<file path="src/rtl/tx_msg_sequencer.sv">
// tx_msg_sequencer: paces the info-RAM symbol address at the baud rate and frames messages.
// Each symbol lasts OS = 2**EXP_OS sample ticks (enb). A frame runs addresses 0..msg_long.
// In repeat mode, GAP_SYM idle symbols separate frames. i_stop ends the run gracefully at the
// end of the current frame; i_abort ends it on the next edge.
// Ports:
//   clk, rst        system clock, synchronous active-high reset
//   enb             sample-rate tick
//   i_start         start request (IDLE only); i_msg_long and i_repeat are latched with it
//   i_stop, i_abort graceful stop request / immediate stop
//   o_ram_addr      current symbol address     o_fetch      pulse on a new address
//   o_sym_valid     live symbol (SEND)         o_busy       SEND or GAP
//   o_done          pulse on normal completion o_frame_cnt  completed frames since start
module tx_msg_sequencer #(
  parameter int unsigned EXP_OS  = 2,
  parameter int unsigned RAM_EXP = 15,
  parameter int unsigned GAP_SYM = 4,
  parameter int unsigned FRAME_W = 8
) (
  input  logic               clk,
  input  logic               rst,
  input  logic               enb,
  input  logic               i_start,
  input  logic [RAM_EXP-1:0] i_msg_long,
  input  logic               i_repeat,
  input  logic               i_stop,
  input  logic               i_abort,
  output logic [RAM_EXP-1:0] o_ram_addr,
  output logic               o_fetch,
  output logic               o_sym_valid,
  output logic               o_busy,
  output logic               o_done,
  output logic [FRAME_W-1:0] o_frame_cnt
);

  localparam int unsigned OS    = 2 ** EXP_OS;
  localparam int unsigned GAP_W = (GAP_SYM > 0) ? $clog2(GAP_SYM + 1) : 1;
  localparam logic [EXP_OS-1:0] PhaseLast = EXP_OS'(OS - 1);
  localparam logic [GAP_W-1:0]  GapLoad   = GAP_W'((GAP_SYM > 0) ? GAP_SYM - 1 : 0);

  typedef enum logic [1:0] {StIdle, StSend, StGap} state_t;

  state_t             r_state;
  logic [EXP_OS-1:0]  r_phase;
  logic [GAP_W-1:0]   r_gap_cnt;
  logic [RAM_EXP-1:0] r_msg_long;
  logic               r_repeat;
  logic               r_stop_pend;

  logic w_sym_end;
  logic w_stop;
  logic w_more;

  assign w_sym_end = enb && (r_phase == PhaseLast);
  // A stop raised in the same cycle as the frame end already counts.
  assign w_stop    = r_stop_pend | i_stop;
  // Wrap is decided by comparison, so a full-RAM message never relies on address carry.
  assign w_more    = (o_ram_addr < r_msg_long);

  always_ff @(posedge clk) begin
    if (rst) begin
      r_state     <= StIdle;
      r_phase     <= '0;
      r_gap_cnt   <= '0;
      r_msg_long  <= '0;
      r_repeat    <= 1'b0;
      r_stop_pend <= 1'b0;
      o_ram_addr  <= '0;
      o_fetch     <= 1'b0;
      o_sym_valid <= 1'b0;
      o_busy      <= 1'b0;
      o_done      <= 1'b0;
      o_frame_cnt <= '0;
    end else begin
      o_fetch <= 1'b0;
      o_done  <= 1'b0;
      if (r_state != StIdle && i_abort) begin
        // Abort wins over every other event; the frame count is kept.
        r_state     <= StIdle;
        r_phase     <= '0;
        o_ram_addr  <= '0;
        o_sym_valid <= 1'b0;
        o_busy      <= 1'b0;
      end else begin
        case (r_state)
          StIdle: begin
            o_ram_addr  <= '0;
            o_sym_valid <= 1'b0;
            o_busy      <= 1'b0;
            if (i_start) begin
              r_msg_long  <= i_msg_long;
              r_repeat    <= i_repeat;
              r_stop_pend <= 1'b0;
              r_phase     <= '0;
              o_frame_cnt <= '0;
              r_state     <= StSend;
              o_fetch     <= 1'b1;
              o_sym_valid <= 1'b1;
              o_busy      <= 1'b1;
            end
          end
          StSend: begin
            if (i_stop) r_stop_pend <= 1'b1;
            if (enb) r_phase <= r_phase + 1'b1;
            if (w_sym_end) begin
              if (w_more) begin
                o_ram_addr <= o_ram_addr + 1'b1;
                o_fetch    <= 1'b1;
              end else begin
                o_frame_cnt <= o_frame_cnt + 1'b1;
                o_ram_addr  <= '0;
                if (r_repeat && !w_stop && (GAP_SYM != 0)) begin
                  r_state     <= StGap;
                  r_gap_cnt   <= GapLoad;
                  o_sym_valid <= 1'b0;
                end else if (r_repeat && !w_stop) begin
                  o_fetch <= 1'b1;
                end else begin
                  r_state     <= StIdle;
                  o_sym_valid <= 1'b0;
                  o_busy      <= 1'b0;
                  o_done      <= 1'b1;
                end
              end
            end
          end
          StGap: begin
            if (i_stop) r_stop_pend <= 1'b1;
            if (enb) r_phase <= r_phase + 1'b1;
            if (w_sym_end) begin
              if (r_gap_cnt != '0) begin
                r_gap_cnt <= r_gap_cnt - 1'b1;
              end else if (w_stop) begin
                r_state <= StIdle;
                o_busy  <= 1'b0;
                o_done  <= 1'b1;
              end else begin
                r_state     <= StSend;
                o_fetch     <= 1'b1;
                o_sym_valid <= 1'b1;
              end
            end
          end
          default: begin
            r_state     <= StIdle;
            o_ram_addr  <= '0;
            o_sym_valid <= 1'b0;
            o_busy      <= 1'b0;
          end
        endcase
      end
    end
  end

endmodule

</file>
<file path="config.mk">
export PLATFORM = sky130hd
export DESIGN_NAME = tx_msg_sequencer
export DESIGN_NICKNAME = d
export VERILOG_FILES = /design/src/rtl/tx_msg_sequencer.sv
export SDC_FILE = /design/constraint.sdc
export NUM_CORES = 1
export LEC_CHECK = 0
export ABC_AREA = 1
export BUFFER_PORTS_ARGS = -buffer_cell sky130_fd_sc_hd__clkbuf_2
export CAP_MARGIN = 20
export CORE_AREA = 4 4 76 92
export DETAILED_ROUTE_END_ITERATION = 16
export DIE_AREA = 0 0 80 96
export GPL_ROUTABILITY_DRIVEN = 1
export PLACE_DENSITY_LB_ADDON = 0.3
export SLEW_MARGIN = 20
export SYNTH_ARGS = -nofsm -noshare
export SYNTH_HDL_FRONTEND = slang
export SYNTH_SLANG_ARGS = --single-unit
</file>
<file path="constraint.sdc">
create_clock -name clk -period 2.88 [get_ports clk]
set_clock_uncertainty 0.2 [all_clocks]
set_input_delay 0 -clock clk [delete_from_list [all_inputs] [get_ports clk]]
set_output_delay 0 -clock clk [all_outputs]
set_load 0.005 [all_outputs]
</file>
Word-level counts from Yosys, hierarchy flattened
Index checks and enable logic that the tools add are counted.
Storage, ports and cells
  bits in registers: 51
  bits of input ports: 22
  output and inout bits: 27
  word-level logic and storage cells: 110
Cells by class
  add/sub/neg operators: 4
  $lt $le $gt $ge: 1
  equal/unequal tests: 15
  muxes and demuxes: 54
  bitwise logic cells: 3
  reduce and logical (&&, ||, !) cells: 21
Operators with widths (count)
  $mux W15: 2
  $pmux W15 S2: 1
  $mux W1: 26
  $mux W8: 3
  $ne A2 B2 Y1 const B: 10
  $mux W2: 8
  $pmux W8 S2: 1
  $add A15 B1 Y15 const B: 1
  $lt A15 B15 Y1: 1
  $mux W3: 5
  $reduce_and A5 Y1: 3
  $pmux W1 S3: 3
  $add A8 B1 Y8 const B: 1
  $reduce_bool A2 Y1: 4
  $reduce_and A7 Y1: 1
  $pmux W2 S3: 1
  $pmux W3 S2: 1
  $reduce_and A3 Y1: 2
  $reduce_and A6 Y1: 1
  $eq A2 B2 Y1 const B: 2
  $ne A2 B1 Y1 const B: 2
  $pmux W1 S2: 2
  $pmux W2 S2: 1
  $reduce_and A4 Y1: 1
  11 further kinds: 15

Depth between registers and ports, before layout
  word-level depth: 7
  depth in mapped cells: 15
  depth with buffers taken out: 14

Worst setup path after synthesis
Ideal clock, no wire load.
  path kind: reg-to-reg
  start: register o_ram_addr[8]
  end: register o_ram_addr[7]
  setup time: 0.063 ns
  arrival: 1.560 ns
  required time: 2.617 ns
  setup slack: 1.057 ns
  cell stages (with the launch flop): 12
  path buffers: 1
  clock period less this slack: 1.823 ns
  cell sequence: dfxtp_1 > ha_1 > nand2_1 > nand2_1 > nand2_1 > nand2_1 > a21oi_4 > nand3_4 > nand2_2 > nand2_4 > buf_6 > nor2_2
Between the ends
  word-level cells in the longest chain between the ends: 4
RTL lines
  from (decl): RTL line 27  | output logic [RAM_EXP-1:0] o_ram_addr,
  from (signal assigned): RTL line 106  | o_ram_addr <= o_ram_addr + 1'b1;
  $lt A15 B15 Y1: RTL line 57  | assign w_more = (o_ram_addr < r_msg_long);
  $mux W15: RTL line 105  | if (w_more) begin
  $mux W15: RTL line 104  | if (w_sym_end) begin
  $pmux W15 S2: RTL line 84  | case (r_state)
No other way between the ends. The select of a mux whose other input is x is not followed.
A chain may end at the register's enable or synchronous reset.

Worst setup path in the final report
  start: register r_state[0]
  end: register r_stop_pend
Between the ends
  word-level cells in the longest chain between the ends: 4
  elaborated cells between the ends (all ways): 12
  those cells by class: eq/ne (4); mux (1); bitwise (1); reduce/logical (6)
RTL lines
  from (decl): RTL line 42  | state_t r_state;
  from (signal assigned): RTL line 61  | r_state <= StIdle;
  from (signal assigned): RTL line 78  | r_state <= StIdle;
  from (signal assigned): RTL line 95  | r_state <= StSend;
  $eq A2 B2 Y1 (tied with other cells): RTL line 84
  $reduce_or A2 Y1 (no line) / $logic_and A1 B1 Y1 (equally long branches)
  $ne A2 B1 Y1 (no line) (tied with other cells)
  $reduce_and A4 Y1 (no line)
  to (signal assigned): RTL line 92  | r_stop_pend <= 1'b0;
  to (signal assigned): RTL line 102  | if (i_stop) r_stop_pend <= 1'b1;
  to (signal assigned): RTL line 127  | if (i_stop) r_stop_pend <= 1'b1;
  to (decl): RTL line 47  | logic r_stop_pend;
Several ways; a longest one is shown, not always the timed one.

==> metrics.txt <==
IO Port Bufs 48; clk_lat worst skew between 0.3 and 0.4 ns; post-synthesis cell area 0.003009 mm^2; main combinational cell family by area after synthesis simple AND/OR/NAND/NOR gates; Cells after Synth around 420; RSZ-0062 raised after global routing no; Worst Max-Slew Pin Slew 0.5022 ns; most frequent cells after synthesis 94 x nand2_1, 59 x inv_1, 51 x dfxtp_1; final core occ 59.99%; P per Cell Area 738.3 mW/mm^2; H-tree levels 2; register clock-pin slew on the reported worst setup and hold paths around 0.090 ns; Combinational Power Share between 40% and 50%; slew margin rel. 66.21%; simple-gate portion of the synthesized area approximately a third; Worst Setup Path Type flip-flop to flip-flop; clock share of power between 10% and 20%; vias in the first global route approximately 2800; post-synthesis adder-cell area fraction 9.563%; Syn Area/Cell slightly above 7 um^2; post-synthesis mux area share 0%; asr flop ratio synth 0%; number of synthesized flops with an enable pin 0; Final Wtd Congestion between 0.8 and 0.9; sequential power share 33.9%; Wirelength per Cell ~12 um; CP arrival between 2 and 3 ns; reg2reg setup slack approximately 0.36 ns; Max-cap violations 0; outcome finished clean; Setup TNS 0 ns; total global routing overflow 0; count of cell types in the netlist 37; ANT cells 0; most numerous cell in the Yosys netlist nand2_1; DRT Pass-1 Iters 5; layout cells sized above 1 about a fifth; Final min period ~2.5 ns; vias approximately 2800; global-route wire length before repair around 12 mm; Post-DP HPWL roughly 5.3 mm; Rows 31; placed cell area roughly 0.0033 mm^2; xor/xnor cell area share of the yosys netlist roughly 1.7%; Critical Path Fanout Max 20; Leakage ~1.7 nW; post-route cell area approximately 0.0036 mm^2; Net Switching ~0.0012 W; Syn. warnings 0; sw frac between 40% and 50%; endpoints failing setup 0; commonest register cell after synthesis dfxtp_1; Core Area 0.006051 mm^2; final wirelength 7.026 mm; Req. time, crit path 2.93 ns; Max Root-Sink Buffers 2; Synth area leader dfxtp_1; post-synth top area share about a third; Internal Power ~0.0015 W; via/cell ratio ~5; post-synthesis sequential area ratio approximately a third; boundary pin count between 40 and 50; final max-slew violation count 0; DR iter-0 viols around 120; final worst-path cycle share 87.65%; cells taking the most area after synthesis dfxtp_1 34%, nand2_1 12%, ha_1 9.6%, inv_1 7.4%, a21oi_1 5.8%; largest net degree at the start of global routing 23; GRT Total Usage 19.92%; die area 0.007680 mm^2; height of the die between 90 and 100 um; fillcell total roughly 570; Horiz. Die Dim 80 um; crit end category flip-flop; Residual DRC 0; worst vdd ir 0.0004691 V; Multi-input gate area ~0.0017 mm^2; initial antenna violation count 0; final net count about 530; #FFs+latches synth between 50 and 60; fmax 0.3961 GHz; Sinks on Clock Net 51; CP Launch Type flip-flop; Register Area a little over 0.001 mm^2; Root Buffer clkbuf_8; Initial Util 49.73%; CTS tree built; Synth Area in Compound Gates between 10% and 20%; area grow syn2layout 20.62%; Fin. Hold Viols 0; CTS buffer count 5; Synth Net Count 462; Hold Crit Class primary input to flip-flop; Final ANT Viol Nets 0
[timing repair]
| item | 4_1_cts | 5_1_grt |
|---|---|---|
| hold buffers | 21 | 0 |
| resized for setup | 0 | 0 |
| endpoints found under the hold margin | 27 | 0 |
| setup buffers | 0 | 0 |
[per-stage QoR]
stage          hold slack, ns  cells  setup WS [ns]  power (W)
3_5_place_dp          0.07878    540         0.7207   0.002146
4_1_cts               0.02032    569         0.3604   0.002696
5_1_grt               0.08048    569        0.09320   0.002911
2_1_floorplan         -0.1309    417          1.057   0.001912
3_3_place_gp          0.07444    540         0.7466   0.002106
6_report              0.04192    569         0.3555   0.002680
[path summary, 6_finish.rpt]
kind                                  endpoint           start  cells after the start
worst min register to register  r_msg_long[13]  r_msg_long[13]                      2
worst max register to register     r_stop_pend      r_state[0]                      7
worst min-delay path                r_phase[1]         i_start                      4
worst max-delay path               r_stop_pend      r_state[0]                      7
[worst max-delay path, stage by stage (launching register included)]
cell and delay [ns]:
dfxtp_1 0.38, inv_1 0.09, ha_1 0.23, nand2_1 0.34, buf_4 0.33, a21oi_1 0.10, nor4_1 0.23, dlygate4sd3_1 0.58
[area by class of cell]
| class | instances | share of cell area (%) |
|---|---|---|
| Inverter | 63 | 6.584 |
| Tap cell | 82 | 2.827 |
| Sequential cell | 51 | 28.13 |
| Multi-Input combinational cell | 294 | 46.47 |
| Clock buffer | 5 | 1.896 |
| Timing Repair Buffer | 71 | 12.82 |
| Clock inverter | 3 | 1.275 |
[cells by family after synthesis]
family / count (synthesis)
xor+xnor: 6
fa+ha+maj: 23
compound gates: 63
buf+inv: 72
simple gates: 202
flops: 51
[flip-flops by register name (all words and copies together) (netlist names)]
register     flops
o_ram_addr      15
r_state          2
o_sym_valid      1
o_done           1
r_repeat         1
o_fetch          1
o_frame_cnt      8
o_busy           1
r_stop_pend      1
r_gap_cnt        3
r_msg_long      15
r_phase          2
[power groups by stage]
stage	combinational, W	clock, W	sequential (W)
after detailed placement	0.00122	0	0.000927
after CTS	0.00125	0.000536	0.000910
after global routing	0.00143	0.000557	0.000926
after floorplan	0.00100	0	0.000912
after global placement	0.00118	0	0.000922
final	0.00125	0.000521	0.000909
[per-layer routing]
layer	track usage, %	share of wire [%]	vias up
li1	-	-	1476
met1	22.48	43	1278
met2	37.85	53	49
met3	3.464	3.2	8
met4	5.775	1.2	0
met5	0	0	-
[layout by cell type (no fill, tap or decap), drive strengths merged, types with 2 or more instances in the layout]
| master | count |
|---|---|
| inv | 64 |
| nor3b | 4 |
| nor2b | 2 |
| ha | 23 |
| nand4 | 11 |
| clkbuf | 53 |
| a21oi | 37 |
| nor2 | 48 |
| o21ai | 23 |
| nor4 | 3 |
| nand2 | 102 |
| nor3 | 10 |
| xor2 | 5 |
| dlygate4sd3 | 21 |
| buf | 2 |
| nand3 | 20 |
| dfxtp | 51 |
No activity file was read; power rests on OpenSTA's default activity.
